$ cat config.mk
export PLATFORM = sky130hd
export DESIGN_NAME = multi_timer
export DESIGN_NICKNAME = d
export VERILOG_FILES = /design/src/rtl/multi_timer.sv
export SDC_FILE = /design/constraint.sdc
export NUM_CORES = 1
export LEC_CHECK = 0
export BUFFER_PORTS_ARGS = -buffer_cell sky130_fd_sc_hd__buf_2
export CELL_PAD_IN_SITES_DETAIL_PLACEMENT = 1
export CELL_PAD_IN_SITES_GLOBAL_PLACEMENT = 1
export CORE_ASPECT_RATIO = 1.2
export CORE_UTILIZATION = 39
export DETAILED_ROUTE_END_ITERATION = 16
export GPL_TIMING_DRIVEN = 0
export PLACE_DENSITY = 0.79
export SLEW_MARGIN = 25
export SYNTH_ARGS = -nofsm -noshare
export SYNTH_HDL_FRONTEND = slang
export SYNTH_SLANG_ARGS = --single-unit
$ cat constraint.sdc
create_clock -name clk -period 2.3 [get_ports clk]
set_input_delay 0 -clock clk [delete_from_list [all_inputs] [get_ports clk]]
set_output_delay 0 -clock clk [all_outputs]
set_load 0.05 [all_outputs]
$ cat src/rtl/multi_timer.sv
// Multi-channel down-counting timer with prescaler, one-shot/auto-reload modes and
// per-channel maskable interrupts, accessed through a word-addressed register port.
module multi_timer #(
    parameter int NCH   = 2,
    parameter int WIDTH = 32
) (
    input  logic           clk,
    input  logic           reset,
    input  logic [31:2]    Addr,
    input  logic           WE,
    input  logic [31:0]    Din,
    output logic [31:0]    Dout,
    output logic [NCH-1:0] IRQ,
    output logic           IRQ_any
);

    typedef enum logic [1:0] {S_IDLE, S_LOAD, S_CNT, S_INT} state_e;

    localparam logic [1:0] R_CTRL      = 2'd0;
    localparam logic [1:0] R_PRESET    = 2'd1;
    localparam logic [1:0] R_COUNT     = 2'd2;
    localparam logic [1:0] R_STATUS    = 2'd3;
    localparam logic [1:0] MODE_RELOAD = 2'b01;

    state_e           state_q  [NCH];
    state_e           state_d  [NCH];
    logic [7:0]       psc_q    [NCH];
    logic [7:0]       psc_d    [NCH];
    logic [7:0]       pcnt_q   [NCH];
    logic [7:0]       pcnt_d   [NCH];
    logic [1:0]       mode_q   [NCH];
    logic [1:0]       mode_d   [NCH];
    logic [WIDTH-1:0] preset_q [NCH];
    logic [WIDTH-1:0] preset_d [NCH];
    logic [WIDTH-1:0] count_q  [NCH];
    logic [WIDTH-1:0] count_d  [NCH];
    logic [NCH-1:0]   im_q, im_d;
    logic [NCH-1:0]   en_q, en_d;
    logic [NCH-1:0]   pend_q, pend_d;
    logic [NCH-1:0]   wr_hit, pend_set, pend_clr;

    logic [1:0] reg_sel;
    logic [2:0] ch_sel;
    logic       ch_valid;
    logic       unused_bits;

    assign reg_sel     = Addr[3:2];
    assign ch_sel      = Addr[6:4];
    assign ch_valid    = (int'(ch_sel) < NCH);
    assign unused_bits = ^{Addr[31:7], Din};

    // NOTE: every variable gets its default before any branch, so no path leaves it
    // unassigned and no latch is inferred.
    always_comb begin
        for (int c = 0; c < NCH; c++) begin
            state_d[c]  = state_q[c];
            psc_d[c]    = psc_q[c];
            pcnt_d[c]   = pcnt_q[c];
            mode_d[c]   = mode_q[c];
            preset_d[c] = preset_q[c];
            count_d[c]  = count_q[c];
            im_d[c]     = im_q[c];
            en_d[c]     = en_q[c];
            pend_set[c] = 1'b0;
            wr_hit[c]   = WE && ch_valid && (int'(ch_sel) == c);
            pend_clr[c] = wr_hit[c] && (reg_sel == R_STATUS) && Din[0];

            // A CTRL/PRESET write restarts the channel from IDLE and pre-empts this
            // cycle's FSM action, including the one-shot EN clear in INT.
            if (wr_hit[c] && (reg_sel == R_CTRL)) begin
                psc_d[c]   = Din[15:8];
                im_d[c]    = Din[3];
                mode_d[c]  = Din[2:1];
                en_d[c]    = Din[0];
                state_d[c] = S_IDLE;
            end else if (wr_hit[c] && (reg_sel == R_PRESET)) begin
                preset_d[c] = Din[WIDTH-1:0];
                state_d[c]  = S_IDLE;
            end else begin
                case (state_q[c])
                    S_IDLE: if (en_q[c]) state_d[c] = S_LOAD;
                    S_LOAD: begin
                        count_d[c] = preset_q[c];
                        pcnt_d[c]  = 8'd0;
                        state_d[c] = S_CNT;
                    end
                    S_CNT: begin
                        if (!en_q[c]) begin
                            state_d[c] = S_IDLE;
                        end else if (pcnt_q[c] == psc_q[c]) begin
                            pcnt_d[c] = 8'd0;
                            // COUNT of 0 or 1 both expire, so PRESET=0 acts as 1.
                            if (count_q[c] > WIDTH'(1)) begin
                                count_d[c] = count_q[c] - WIDTH'(1);
                            end else begin
                                count_d[c]  = '0;
                                pend_set[c] = 1'b1;
                                state_d[c]  = S_INT;
                            end
                        end else begin
                            pcnt_d[c] = pcnt_q[c] + 8'd1;
                        end
                    end
                    S_INT: begin
                        if (mode_q[c] == MODE_RELOAD) begin
                            state_d[c] = S_LOAD;
                        end else begin
                            en_d[c]    = 1'b0;
                            state_d[c] = S_IDLE;
                        end
                    end
                    default: state_d[c] = S_IDLE;
                endcase
            end

            // Expiry wins over a same-edge software clear.
            pend_d[c] = pend_set[c] | (pend_q[c] & ~pend_clr[c]);
        end
    end

    // NOTE: reset is synchronous and active-low, so it is tested inside the clocked
    // block only; sequential state uses non-blocking assignments throughout.
    always_ff @(posedge clk) begin
        if (!reset) begin
            for (int c = 0; c < NCH; c++) begin
                state_q[c]  <= S_IDLE;
                psc_q[c]    <= '0;
                pcnt_q[c]   <= '0;
                mode_q[c]   <= '0;
                preset_q[c] <= '0;
                count_q[c]  <= '0;
            end
            im_q   <= '0;
            en_q   <= '0;
            pend_q <= '0;
        end else begin
            for (int c = 0; c < NCH; c++) begin
                state_q[c]  <= state_d[c];
                psc_q[c]    <= psc_d[c];
                pcnt_q[c]   <= pcnt_d[c];
                mode_q[c]   <= mode_d[c];
                preset_q[c] <= preset_d[c];
                count_q[c]  <= count_d[c];
            end
            im_q   <= im_d;
            en_q   <= en_d;
            pend_q <= pend_d;
        end
    end

    always_comb begin
        Dout = '0;
        for (int c = 0; c < NCH; c++) begin
            if (ch_valid && (int'(ch_sel) == c)) begin
                case (reg_sel)
                    R_CTRL:   Dout = {16'd0, psc_q[c], 4'd0, im_q[c], mode_q[c], en_q[c]};
                    R_PRESET: Dout = 32'(preset_q[c]);
                    R_COUNT:  Dout = 32'(count_q[c]);
                    R_STATUS: Dout = {31'd0, pend_q[c]};
                    default:  Dout = '0;
                endcase
            end
        end
    end

    assign IRQ     = pend_q & im_q;
    assign IRQ_any = |IRQ;

endmodule

==> impl_metrics.tcl <==
set metrics [dict create \
    violations "setup timing" \
    worst_slew_pin_slew_ns 1.01 \
    status "complete, but fails checks" \
    grt_antenna_before_repair 1 \
    dieArea_mm2 0.0256 \
    hp-start "WE" \
    finalClockSkew_ns 0.0112 \
    fill_cells 3023 \
    wire_per_inst_um 26.4 \
    synthCells 1317 \
    place_area_mm2 0.0107 \
    seqCellArea_mm2 0.00354 \
    p_leak_nw 4.71 \
    synth.distinct_cells 65 \
    clk_path_buf_depth 2 \
    finalNonFillerCells 1841 \
    grt_pass1_wl_mm 70.0 \
    drc 0 \
    yosys_warnings 0 \
    viasPerCell 6.49 \
    synthArstFlopShare 0 \
    drive_gt1_frac 0.226 \
    clkTransAtPathRegs_ns 0.07 \
    fmax_mhz 391 \
    nets 1579 \
    ff2ff_setup_slack_ns -0.26 \
    r2r_start "count_q[0][8]" \
    end_kind "flop" \
    power_mw 9.03 \
    io_buffers 73 \
    synth_edf_count 0 \
    die_h_um 175 \
    fin_crit_sh 1.11 \
    cts_tree "done" \
    place.gp.congestion 1.02 \
    grt_pass1_vias 11700 \
    ant_nets 0 \
    syn-num-nets 1392 \
    worstSetupStartpoint "count_q[0][8]" \
    drt-initial-drc-count 1274 \
    layout_setup_ws_ns -0.258 \
    min_period_ns 2.56 \
    cp.required_ns 2.64 \
    ir_drop_mv 0.537 \
    holdWs_ns 0.0860 \
    core_mm2 0.0246 \
    netlist_area_mm2 0.00974 \
    holdPathStages 4 \
    drv_cap 0 \
    track_usage 0.362 \
    synthFlopType "dfxtp_1" \
    power_density_mw_per_mm2 697 \
    wirelength_mm 48.5 \
    slew_headroom 0.327 \
    reg2reg_to "count_q[0][14]" \
    dpl.cell_count 1715 \
    critPathArrivalTime_ns 2.90 \
    synth_seq_cells 174 \
    slew_viol_final 0 \
    clk_latency_ns 0.45 \
    ios 100 \
    num_antenna_cells 0 \
    htreeDepth 4 \
    multi_input_comb_area_mm2 0.00653 \
    syn2layout_area_growth_pct 32.8 \
    hp-class "in -> reg" \
    design_area_mm2 0.0129 \
    vias 12000 \
    setup_violations 62 \
    die_x_um 146 \
    clock_sinks 174 \
    startpoint_type "flop" \
    path_max_fanout 4 \
    hold_violations 0 \
    critPathKind "reg -> reg" \
    numCtsBuffers 17 \
    pre_cts_ws_ns -0.851 \
    hold_path_end "pend_q[1]" \
    grt_overflow 0 \
    tns_ns -6.15 \
    final_util 0.526 \
    syn_area_per_cell_um2 7.40 \
    grt_setup_unrepaired "yes" \
    rows 63 \
    firstDrtPassIters 8 \
    cts-root-buf "clkbuf_16" \
    seq_area_frac_synth 0.357 \
    worst-r2r-cell-count 7 \
    start_util 0.396 \
    grt_max_degree 17 \
    dpl.hpwl_mm 33.0 \
]
[Yosys cell counts, drive strengths merged, types with 3 or more instances]
library cell	count	share of area
mux2i	23	0.024
o211ai	7	0.0054
a21o	3	0.0023
xnor2	15	0.013
nor2	100	0.039
o21a	6	0.0046
a32o	14	0.014
or3	10	0.0064
a211oi	7	0.0054
ha	10	0.013
nand2b	10	0.0064
a221oi	3	0.0027
o221ai	3	0.0027
o21ai	67	0.034
inv	15	0.0058
nand4b	4	0.0036
nand3	30	0.015
o31a	3	0.0027
buf	12	0.0056
nand2	248	0.096
nor3	45	0.024
clkbuf	89	0.034
or4	16	0.012
dfxtp	174	0.36
o22ai	41	0.026
xor2	16	0.014
a31oi	15	0.0096
o31ai	7	0.0059
a2bb2oi	5	0.0045
nand4	14	0.0090
a21oi	155	0.080
a22o	5	0.0045
nor3b	5	0.0039
a22oi	46	0.035
nor4	29	0.024
nor2b	9	0.0058
and3	12	0.0077
a211o	3	0.0027
or2	7	0.0045
and2	6	0.0039
[worst max-delay path, cell delays in order (launching register included)]
cell,delay [ns]
dfxtp_4,0.37
or4_4,0.54
buf_6,0.13
or4_4,0.45
or3_4,0.41
nand4_1,0.23
nor4_1,0.09
a211o_1,0.22
[cells by family (layout without fill, tap and decap cells)]
logic type | after synthesis | after routing | synth area share
AND/OR/NAND/NOR | 553 | 553 | 0.267
buffers and inverters | 116 | 315 | 0.0457
adder cells (fa/ha/maj) | 10 | 10 | 0.0128
AO/OA/AOI/OAI | 408 | 408 | 0.260
flip-flops | 174 | 174 | 0.357
XOR/XNOR | 31 | 31 | 0.0279
multiplexers | 25 | 25 | 0.0282
[state kept, by name, indices dropped and copies added, names as in the netlist]
signal    count
im_q          2
preset_q     64
en_q          2
psc_q        16
pend_q        2
mode_q        4
pcnt_q       16
state_q       4
count_q      64
[worst max path at each step]
| stage | endpoint | slack (ns) | cells after the start |
|---|---|---|---|
| 2_1_floorplan | count_q[0][20] | -0.09 | 8 |
| 3_3_place_gp | pcnt_q[0][5] | -0.93 | 8 |
| 3_5_place_dp | count_q[0][23] | -0.85 | 9 |
| 4_1_cts | count_q[0][19] | -0.21 | 9 |
| 5_1_grt | count_q[0][23] | -0.30 | 8 |
| 6_report | count_q[0][14] | -0.26 | 7 |
[metal layers]
layer / vias up / GRT usage / share of wire / wire length, um
li1: 5169 / - / - / -
met1: 5751 / 0.414 / 0.37 / 17800
met2: 763 / 0.606 / 0.47 / 23000
met3: 268 / 0.0611 / 0.079 / 3850
met4: 2 / 0.267 / 0.079 / 3850
met5: - / 0 / 0.00027 / 13
[layout make-up]
class,instances,share of cell area
multi-input cells,1027,0.504
flip-flops and latches,174,0.274
repair buffers,181,0.108
clock buffers,26,0.0386
plain buffers,88,0.0334
well taps,325,0.0314
clock inverters,5,0.00619
inverters,15,0.00435
[cell usage in the layout (no fill, tap or decap), drive strengths merged, types with 9 or more instances in the layout]
cell type,instances
nand2,248
dfxtp,174
buf,160
a21oi,155
clkbuf,103
nor2,100
o21ai,67
a22oi,46
nor3,45
o22ai,41
dlygate4sd3,32
nand3,30
nor4,29
mux2i,23
xor2,16
or4,16
xnor2,15
inv,15
a31oi,15
nand4,14
a32o,14
and3,12
or3,10
nand2b,10
ha,10
nor2b,9
[report_power, final]
part           total [mW]  switching (mW)  leakage, nW  internal [mW]
Combinational        2.89            1.68         3.02           1.20
Clock                3.00            1.29        0.277           1.71
Sequential           3.14          0.0910         1.42           3.05
[what timing repair did]
| action | 4_1_cts | 5_1_grt |
|---|---|---|
| setup buffers | 42 | 31 |
| endpoints found under the hold margin | 88 | 0 |
| setup endpoints to repair | 94 | 82 |
| gates resized for setup | 124 | 119 |
| hold buffers | 32 | 0 |
| cloned | 3 | 1 |
| pin swaps | 44 | 46 |
Power figures use the tool's default switching activity.
